<file path="src/rtl/stopwatch_btn_ctrl.sv">
// rtl/stopwatch_btn_ctrl.sv - button synchronizer/debouncer front end producing stopwatch go/clr
//
// stopwatch_btn_db: one button channel.
//   clk    in  system clock
//   reset  in  synchronous active-high reset
//   btn    in  raw asynchronous, bouncy button
//   level  out registered debounced level
//   rise   out one-cycle event, high during the cycle whose edge moves WAIT1 -> ONE
//
// stopwatch_btn_ctrl: two debounce channels plus the go/clr control registers.
//   clk     in  system clock
//   reset   in  synchronous active-high reset
//   btn_ss  in  raw start/stop button
//   btn_clr in  raw clear button
//   go      out run level, toggled by start/stop presses, cleared by clear presses
//   clr     out one-cycle clear pulse after each clear press
//   ss_db   out debounced start/stop level
//   clr_db  out debounced clear level

module stopwatch_btn_db #(
    parameter int DB_TICKS = 2000000,
    parameter int CW       = 21
) (
    input  logic clk,
    input  logic reset,
    input  logic btn,
    output logic level,
    output logic rise
);

    typedef enum logic [1:0] {
        ZERO  = 2'd0,
        WAIT1 = 2'd1,
        ONE   = 2'd2,
        WAIT0 = 2'd3
    } state_t;

    localparam logic [CW-1:0] LOAD = CW'(DB_TICKS - 1);

    logic          sync1;
    logic          sync2;
    state_t        state;
    state_t        state_nxt;
    logic [CW-1:0] cnt;
    logic [CW-1:0] cnt_nxt;
    logic          level_nxt;

    always_ff @(posedge clk) begin
        if (reset) begin
            sync1 <= 1'b0;
            sync2 <= 1'b0;
            state <= ZERO;
            cnt   <= '0;
            level <= 1'b0;
        end else begin
            sync1 <= btn;
            sync2 <= sync1;
            state <= state_nxt;
            cnt   <= cnt_nxt;
            level <= level_nxt;
        end
    end

    always_comb begin
        state_nxt = state;
        cnt_nxt   = cnt;
        rise      = 1'b0;
        case (state)
            ZERO: begin
                if (sync2) begin
                    state_nxt = WAIT1;
                    cnt_nxt   = LOAD;
                end
            end
            WAIT1: begin
                if (!sync2) begin
                    state_nxt = ZERO;
                end else if (cnt == '0) begin
                    state_nxt = ONE;
                    rise      = 1'b1;
                end else begin
                    cnt_nxt = cnt - 1'b1;
                end
            end
            ONE: begin
                if (!sync2) begin
                    state_nxt = WAIT0;
                    cnt_nxt   = LOAD;
                end
            end
            WAIT0: begin
                if (sync2) begin
                    state_nxt = ONE;
                end else if (cnt == '0) begin
                    state_nxt = ZERO;
                end else begin
                    cnt_nxt = cnt - 1'b1;
                end
            end
            default: begin
                state_nxt = ZERO;
            end
        endcase
        // Level follows the upcoming state so it is held in its own flop
        // and lands on the same edge as the state change.
        level_nxt = (state_nxt == ONE) || (state_nxt == WAIT0);
    end

endmodule

module stopwatch_btn_ctrl #(
    parameter int DB_TICKS = 2000000,
    parameter int CW       = 21
) (
    input  logic clk,
    input  logic reset,
    input  logic btn_ss,
    input  logic btn_clr,
    output logic go,
    output logic clr,
    output logic ss_db,
    output logic clr_db
);

    logic ss_rise;
    logic clr_rise;

    stopwatch_btn_db #(
        .DB_TICKS (DB_TICKS),
        .CW       (CW)
    ) u_db_ss (
        .clk   (clk),
        .reset (reset),
        .btn   (btn_ss),
        .level (ss_db),
        .rise  (ss_rise)
    );

    stopwatch_btn_db #(
        .DB_TICKS (DB_TICKS),
        .CW       (CW)
    ) u_db_clr (
        .clk   (clk),
        .reset (reset),
        .btn   (btn_clr),
        .level (clr_db),
        .rise  (clr_rise)
    );

    // Clear has priority over a start/stop toggle landing on the same edge.
    always_ff @(posedge clk) begin
        if (reset) begin
            go  <= 1'b0;
            clr <= 1'b0;
        end else begin
            clr <= clr_rise;
            if (clr_rise) begin
                go <= 1'b0;
            end else if (ss_rise) begin
                go <= ~go;
            end
        end
    end

endmodule

</file>
<file path="config.mk">
export PLATFORM = sky130hd
export DESIGN_NAME = stopwatch_btn_ctrl
export DESIGN_NICKNAME = d
export VERILOG_FILES = /design/src/rtl/stopwatch_btn_ctrl.sv
export SDC_FILE = /design/constraint.sdc
export NUM_CORES = 1
export LEC_CHECK = 0
export CAP_MARGIN = 30
export CORE_AREA = 3 3 69 71
export DETAILED_ROUTE_END_ITERATION = 10
export DIE_AREA = 0 0 72 74
export GPL_ROUTABILITY_DRIVEN = 0
export HOLD_SLACK_MARGIN = 0.02
export PLACE_DENSITY = 0.77
export SYNTH_ARGS = -nofsm -noshare
export SYNTH_HDL_FRONTEND = slang
export SYNTH_SLANG_ARGS = --single-unit
export TNS_END_PERCENT = 30
</file>
<file path="constraint.sdc">
create_clock -name clk -period 3.7 [get_ports clk]
set_input_delay 0.74 -clock clk [delete_from_list [all_inputs] [get_ports clk]]
set_output_delay 0.74 -clock clk [all_outputs]
set_load 0.005 [all_outputs]
</file>
Word-level counts from Yosys, hierarchy flattened
Cells that the tools add are included.

Reductions and logical operators: 9. $add $sub $neg: 2. Bitwise operators: 1. Eq/ne operators: 18. Multiplexer cells: 32.

Operators with widths (number): 21-bit 2-to-1 mux (10); 21-bit case mux with 4 select lines (2); 21-bit zero test (2); 21-bit by 1-bit subtractor with 21-bit output, second input constant (2); 2-bit 2-to-1 mux (12); 2-bit == test, second input constant (8); 2-bit case mux with 4 select lines (2); 2-bit by 1-bit != test with 1-bit output, second input constant (4); 2-bit != test, second input constant (4); 4-bit AND reduction (2); 1-bit 2-to-1 mux (6); 2-bit by 1-bit == test with 1-bit output, second input constant (2); 2-bit zero test (2); 1-bit logical OR (2); 2-bit OR reduction (1); 1-bit inverter (1).

Input bits: 4. Flip-flop bits (word level): 54. Output and inout port bits: 4. Logic and storage cells: 74.

Longest topological paths before layout
Gate-level depths: netlist of run 1.

Depth after elaboration: 6. Mapped depth: 9. Depth with buffers taken out: 7.

By module
Synthesis of run 1 repeated with hierarchy kept, for this count alone.

Cells, all modules: 285. Area, all modules: 2622.5 µm².

Modules (own cells, without submodules): stopwatch_btn_db (times used 2, area an instance 1278.7 µm², cells each 140, seq. area each 520.5 µm²); stopwatch_btn_ctrl (times used 1, area an instance 65.1 µm², cells each 5, seq. area each 40.0 µm²).

Least setup slack after synthesis of run 1
No wires, ideal clock.

Path kind: reg-to-reg. Start point: register u_db_clr.cnt[0]. End point: register u_db_clr.cnt[13]. Clock period less this slack: 2.418 ns. Cell stages (with the launch flop): 10. Data arrival time: 2.297 ns. Path buffers: 2. Data required time: 3.579 ns. Path slack: 1.282 ns. Setup time: 0.121 ns. Cells stage by stage: dfxtp_1 -> inv_1 -> ha_1 -> or4b_1 -> clkbuf_2 -> or4_4 -> buf_6 -> o21ai_4 -> nor4_2 -> mux2_4.

Cells in the longest elaborated chain, start to end: 4. Elaborated cells on any way between the ends: 6. Classes of those cells: add/sub (1); mux (4); reduce/logical (1).

RTL lines: from (decl) (line 44) `logic [CW-1:0] cnt;`; from (signal assigned) (line 59) `cnt <= cnt_nxt;`; 21-bit by 1-bit subtractor with 21-bit output or 21-bit zero test (tied branches); 21-bit 2-to-1 mux * (line 78, 94); 21-bit 2-to-1 mux (on tied branches) (line 92, 76); 21-bit case mux with 4 select lines * (line 68) `case (state)`.

Mark *: on every way between the ends. The rest lies on a longest branch, timed or not. The select of a mux whose other input is x is not followed. A chain may end at the register's enable or synchronous reset.

Final worst setup path of run 1
Ends and elaborated chain as after synthesis.

==> qor.csv, run 1 <==
stage,metric,value,unit
worst_setup_path,CP required,3.90,ns
synthesis,cell taking the most area after synthesis,dfxtp_1,
cts,Num CTS Buffers,5,
timing,RSZ-0062 raised after global routing,false,
synthesis,syn nets,285,
worst_setup_path,Reg2Reg Depth,7,
finish,synthesis-to-layout area growth,6.28,%
flow_run,Max Cap Viol,0,
worst_setup_path,FF-to-FF Start,u_db_clr.cnt[0]$_SDFFE_PP0P_,
floorplanning,core area,0.00429,mm^2
floorplanning,chip height,74,um
route,"antenna viol nets, final",0,
timing,Final Hold Fails,0,
synthesis,Post-synth top cells,"dfxtp_1 (54), nor2_1 (26), a21oi_1 (23), xor2_1 (16)",
synthesis,Yosys top cell area share,42.8,%
floorplanning,num rows,24,
route,Avg WL per Cell,15.1,um
power_and_ir_drop,P_leak,0.950,nW
synthesis,Synth Register Bits,54,
cts,CTS max path bufs,2,
synthesis,"EDFF count, synth",0,
timing,Setup TNS,0,ns
timing,fmax,396,MHz
worst_setup_path,Crit Path Max Fanout,7,
route,via count,2088,
place,Port Buffer Count,7,
worst_hold_path,Hold Crit Class,flop to flop,
place,Inst Count DP,328,
cts,Clock transition at path regs,0.09,ns
floorplanning,die footprint,0.00533,mm^2
timing,clock skew,0.00582,ns
worst_setup_path,crit start category,flop,
timing,Tcrit/Tclk final,68.3,%
finish,n_diodes,0,
global_routing,grt ovf,0,
cts,CTS sink cnt,54,
finish,register area,0.00108,mm^2
cts,latest clock arrival within the worst-skew pair,0.30,ns
finish,FILL cells,382,
place,Final HPWL DP,3440,um
synthesis,Synth Cell Area,0.00253,mm^2
global_routing,initial antenna violation count,0,
worst_setup_path,CP Data Arrival Time,2.73,ns
worst_setup_path,RR Endpoint,u_db_clr.cnt[13]$_SDFFE_PP0P_,
route,DR vias/cell,6.23,
timing,Final setup viols,0,
global_routing,Global Route Usage Sum,20.9,%
synthesis,register area share after synthesis,42.8,%
worst_hold_path,hold endpoint,u_db_ss.sync2$_SDFF_PP0_,
synthesis,Yosys cell types,46,
global_routing,pin count of the biggest net entering global routing,37,
synthesis,top_reg_cell synth,dfxtp_1,
timing,Slew HR,52.3,%
worst_hold_path,hold_sp,u_db_ss.sync1$_SDFF_PP0_,
finish,fraction of final layout cells sized beyond drive strength 1,6.71,%
finish,Layout Cells excl Fill,335,
cts,CTS resizes,0,
synthesis,top-count cell post-synth,dfxtp_1,
route,overall routed net length,5050,um
global_routing,vias in the first global route,1857,
finish,footprint of the multi-input gates,0.00136,mm^2
synthesis,Mean Syn Cell Area,9.06,um^2
cts,Post-CTS Setup Bufs,0,
power_and_ir_drop,Total Power,1.18,mW
route,1st-iter DRT viols,184,
floorplanning,Initial Util,58.9,%
cts,Hold Buf Count CTS,0,
timing,Period minus WS final,2.53,ns
power_and_ir_drop,Max VDD drop,0.314,mV
worst_setup_path,CP Capture Type,flop,
cts,H-tree Lvls,2,
synthesis,Yosys Warn Count,0,
cts,Root Buffer,clkbuf_8,
worst_setup_path,WS Path Type,flop to flop,
timing,Max Slew Vio Count,0,
cts,TritonCTS clock tree,yes,
synthesis,Post-synth ARST share,0,%
floorplanning,Chip Width,72,um
synthesis,ranking of synthesized cells by area,"dfxtp_1 (43%), xor2_1 (5.5%), a21oi_1 (4.6%)",
worst_setup_path,Reg2Reg Setup Slack,1.17,ns
finish,Final Net Count,289,
timing,worst slew pin tran,0.709,ns
floorplanning,Ports,8,
global_routing,first-pass GRT wire length,8760,um
route,drt drc,0,
power_and_ir_drop,PD cells,439,mW/mm^2
synthesis,Mapped Cells,279,
route,DRT Pass-1 Iters,5,
worst_hold_path,worst hold path cell count,1,
run_status,run status,finished clean,
## final cells by class
| type | instances | share of cell area, % |
|---|---|---|
| Tap cell | 52 | 2.42 |
| Inverter | 7 | 0.978 |
| Sequential cell | 54 | 40.2 |
| Timing Repair Buffer | 8 | 2.89 |
| Clock inverter | 2 | 0.372 |
| Multi-Input combinational cell | 207 | 50.6 |
| Clock buffer | 5 | 2.56 |
## stage by stage
step / setup slack, ns / cell area, um^2 / utilization (%) / hold WS, ns
floorplan: 1.28 / 2530 / - / 0.414
global placement: 1.25 / 2610 / 60.8 / 0.418
detailed placement: 1.21 / 2610 / 60.8 / 0.425
CTS: 1.19 / 2690 / 62.6 / 0.448
global route: 0.931 / 2690 / 62.6 / 0.476
finish: 1.17 / 2690 / 62.6 / 0.441
## how the worst max path moves through the flow
| stage | startpoint | depth (start not counted) | end |
|---|---|---|---|
| global placement | u_db_clr.cnt[0]$_SDFFE_PP0P_ | 7 | u_db_clr.cnt[13]$_SDFFE_PP0P_ |
| detailed placement | u_db_clr.cnt[0]$_SDFFE_PP0P_ | 7 | u_db_clr.cnt[13]$_SDFFE_PP0P_ |
| global route | u_db_clr.cnt[0]$_SDFFE_PP0P_ | 7 | u_db_clr.cnt[3]$_SDFFE_PP0P_ |
| finish | u_db_clr.cnt[0]$_SDFFE_PP0P_ | 7 | u_db_clr.cnt[13]$_SDFFE_PP0P_ |
| floorplan | u_db_clr.cnt[0]$_SDFFE_PP0P_ | 9 | u_db_clr.cnt[13]$_SDFFE_PP0P_ |
| CTS | u_db_clr.cnt[0]$_SDFFE_PP0P_ | 7 | u_db_clr.cnt[13]$_SDFFE_PP0P_ |
## sequential cells by signal, indices dropped and copies added (netlist names)
name            cells
u_db_ss.sync2       1
u_db_ss.cnt        21
clr                 1
u_db_ss.level       1
u_db_clr.sync2      1
u_db_ss.state       2
u_db_ss.sync1       1
u_db_clr.state      2
u_db_clr.level      1
u_db_clr.cnt       21
go                  1
u_db_clr.sync1      1
## power by group
part / switching, mW / internal [mW] / leakage (nW)
Clock: 0.181 / 0.127 / 0.0438
Sequential: 0.0350 / 0.615 / 0.441
Combinational: 0.134 / 0.0874 / 0.465
Total: 0.350 / 0.829 / 0.950
## metal layers
| layer | part of all wire [%] | GRT usage (%) | vias up |
|---|---|---|---|
| li1 | - | - | 1055 |
| met1 | 51 | 30.6 | 983 |
| met2 | 44 | 30.8 | 44 |
| met3 | 4.1 | 4.05 | 6 |
| met4 | 1.3 | 6.89 | 0 |
| met5 | 0 | 0 | - |
## placed cells by master (no fill, tap or decap), drive strengths merged, types with 8 or more instances in the layout
| cell | n |
|---|---|
| or4 | 11 |
| a21oi | 23 |
| nand2 | 10 |
| o21ai | 10 |
| a31oi | 8 |
| nor2 | 26 |
| nor3 | 10 |
| dfxtp | 54 |
| nor4 | 11 |
| xor2 | 16 |
## critical path, cell delays in order (launching register included)
cell	delay (ns)
dfxtp_1	0.35
inv_1	0.07
ha_1	0.18
or4b_1	0.61
or4_4	0.63
o21ai_4	0.21
nor4_2	0.08
mux2_4	0.30
## cell families after synthesis
| family | after synthesis | share of synthesized area (%) |
|---|---|---|
| adders and majority gates | 2 | 0.989 |
| muxes | 3 | 1.43 |
| xor gates and xnor gates | 23 | 7.97 |
| and+or+nand+nor | 110 | 25.2 |
| DFF | 54 | 42.8 |
| buffers and inverters | 18 | 3.51 |
| AOI/OAI and AO/OA | 69 | 18.2 |
(Power assumes the default switching activity.)
==> run 2, diff against run 1 <==
--- a/config.mk
+++ b/config.mk
@@ -6,12 +6,12 @@
 export NUM_CORES = 1
 export LEC_CHECK = 0
 export CAP_MARGIN = 30
-export CORE_AREA = 3 3 69 71
+export CORE_AREA = 3 3 73 75
 export DETAILED_ROUTE_END_ITERATION = 10
-export DIE_AREA = 0 0 72 74
+export DIE_AREA = 0 0 76 78
 export GPL_ROUTABILITY_DRIVEN = 0
 export HOLD_SLACK_MARGIN = 0.02
-export PLACE_DENSITY = 0.77
+export PLACE_DENSITY = 0.72
 export SYNTH_ARGS = -nofsm -noshare
 export SYNTH_HDL_FRONTEND = slang
 export SYNTH_SLANG_ARGS = --single-unit
==> constraint.sdc (replaced) <==
create_clock -name clk -period 2.2 [get_ports clk]
set_input_delay 0.44 -clock clk [delete_from_list [all_inputs] [get_ports clk]]
set_output_delay 0.44 -clock clk [all_outputs]
set_load 0.005 [all_outputs]
==> qor.csv, run 2 (synthesis results as in run 1) <==
stage,metric,value,unit
worst_setup_path,Crit Path Max Fanout,5,
worst_setup_path,"Slowest-stage cell, CP",a2111o_1,
global_routing,first-pass GRT wire length,9250,um
global_routing,pin count of the biggest net entering global routing,37,
timing,Setup TNS,-0.0730,ns
timing,Slew HR,67.0,%
place,Post-Place Cell Area,0.00290,mm^2
global_routing,Global Route Usage Sum,19.1,%
finish,biggest regs,"u_db_clr.cnt x21, u_db_ss.cnt x21",
worst_setup_path,WS Path Type,flop to flop,
timing,Period minus WS final,2.24,ns
power_and_ir_drop,PD cells,711,mW/mm^2
timing,fmax,446,MHz
global_routing,vias in the first global route,1919,
worst_setup_path,slowest cell delay on critical path,0.49,ns
global_routing,initial antenna violation count,0,
worst_setup_path,CP Data Arrival Time,2.48,ns
floorplanning,num rows,25,
power_and_ir_drop,power share of the clock group,26.5,%
timing,worst slew pin tran,0.488,ns
power_and_ir_drop,Flop pwr share,50.0,%
power_and_ir_drop,Comb pwr share,23.5,%
floorplanning,Ports,8,
global_routing,grt ovf,0,
finish,Final Net Count,325,
route,Avg WL per Cell,14.4,um
flow_run,Max Cap Viol,0,
run_status,failing checks,setup timing,
finish,"commonest non-fill, non-tap cell in the layout",dfxtp_1,
finish,FILL cells,407,
floorplanning,core area,0.00472,mm^2
route,"antenna viol nets, final",0,
timing,clock skew,0.00558,ns
worst_setup_path,CP Capture Type,flop,
timing,Final setup viols,5,
floorplanning,Chip Width,76,um
worst_setup_path,crit path cell chain,"inv_2, ha_4, or4b_4, buf_6, nor4_4, a2111o_1, buf_6, or4_1, a31oi_1",
place,pre-CTS setup slack,-0.0329,ns
route,via count,2204,
route,DR vias/cell,5.70,
cts,TritonCTS clock tree,yes,
cts,H-tree Lvls,2,
route,DRT Pass-1 Iters,4,
route,1st-iter DRT viols,180,
place,Final HPWL DP,3820,um
power_and_ir_drop,Int Pwr,1.53,mW
timing,final setup margin,-0.0437,ns
power_and_ir_drop,switching share of total power,29.6,%
place,Port Buffer Count,7,
timing,Final Hold Fails,0,
floorplanning,chip height,78,um
worst_hold_path,Hold Crit Class,flop to flop,
cts,CTS max path bufs,2,
cts,CTS sink cnt,54,
finish,most frequent cells in the layout,"dfxtp_1 (52), buf_4 (35), nor2_1 (26)",
cts,Num CTS Buffers,5,
power_and_ir_drop,P_leak,1.15,nW
run_status,run status,"complete, but fails checks",
timing,Max Slew Vio Count,0,
finish,n_diodes,0,
power_and_ir_drop,Sw Pwr,644,uW
finish,synthesis-to-layout area growth,21.1,%
cts,latest clock arrival within the worst-skew pair,0.31,ns
worst_setup_path,crit start category,flop,
floorplanning,die footprint,0.00593,mm^2
finish,fin area,0.00306,mm^2
finish,fraction of final layout cells sized beyond drive strength 1,21.9,%
route,drt drc,0,
timing,RSZ-0062 raised after global routing,true,
floorplanning,Initial Util,53.5,%
cts,Clock transition at path regs,0.09,ns
worst_setup_path,most numerous cell on the critical path,buf_6,
timing,Tcrit/Tclk final,102,%
cts,Root Buffer,clkbuf_8,
worst_setup_path,CP required,2.44,ns
route,overall routed net length,5580,um
power_and_ir_drop,Max VDD drop,0.482,mV
==> run 2: power groups by stage <==
stage                     Sequential [mW]  Clock, mW  Combinational (mW)
final                                1.09      0.577               0.511
after global routing                 1.10      0.623               0.564
after CTS                            1.08      0.584               0.473
after detailed placement             1.11          0               0.467
after global placement               1.11          0               0.459
after floorplan                      1.10          0               0.335
==> run 2: final timing paths <==
kind | startpoint | end | slack [ns] | cells after the start
max reg2reg | u_db_clr.cnt[1]$_SDFFE_PP0P_ | u_db_clr.cnt[19]$_SDFFE_PP0P_ | -0.04 | 9
min reg2reg | u_db_ss.sync1$_SDFF_PP0_ | u_db_ss.sync2$_SDFF_PP0_ | 0.45 | 1
min | u_db_ss.sync1$_SDFF_PP0_ | u_db_ss.sync2$_SDFF_PP0_ | 0.45 | 1
max | u_db_clr.cnt[1]$_SDFFE_PP0P_ | u_db_clr.cnt[19]$_SDFFE_PP0P_ | -0.04 | 9
==> run 2: what timing repair did <==
item | in CTS | in global routing
resized for setup | 1 | 12
pin swaps | 2 | 11
endpoints found under the hold margin | 0 | 0
hold buffers | 0 | 0
setup buffers | 0 | 2
endpoints found under the setup margin | 13 | 42
==> run 2: worst max-delay path: cells and delay by family (launching register included) <==
kind	cells	cell delay (ns)
and+or+nand+nor	3	0.67
DFF	1	0.35
adders and majority gates	1	0.15
buffers and inverters	3	0.31
AOI/OAI and AO/OA	2	0.68
==> run 2: cell type report <==
type                       count  area, um^2  share of cell area (%)
multi-input combinational    207        1420                    46.4
sequential                    54        1080                    35.4
timing repair buffer          44         355                    11.6
clock buffer                   7        86.3                    2.82
tap                           67        83.8                    2.74
inverter                       7        26.3                   0.858
clock inverter                 1        5.00                   0.163
==> run 2: through the flow <==
step / util (%) / hold WS (ns) / total power, mW / std cells
finish: 64.8 / 0.448 / 2.18 / 387
detailed placement: 61.4 / 0.431 / 1.57 / 377
global placement: 61.4 / 0.419 / 1.56 / 377
global route: 64.8 / 0.464 / 2.29 / 387
CTS: 63.4 / 0.454 / 2.14 / 385
floorplan: - / 0.414 / 1.43 / 279
==> run 2: routing by layer <==
layer  wire [um]  vias to the layer above  part of all wire (%)  track usage (%)
met4          58                        0                   1.0             4.89
li1            -                     1124                     -                -
met5           0                        -                     0                0
met2        2440                       48                    44             28.2
met1        2840                     1027                    51             27.8
met3         242                        5                   4.3             4.52
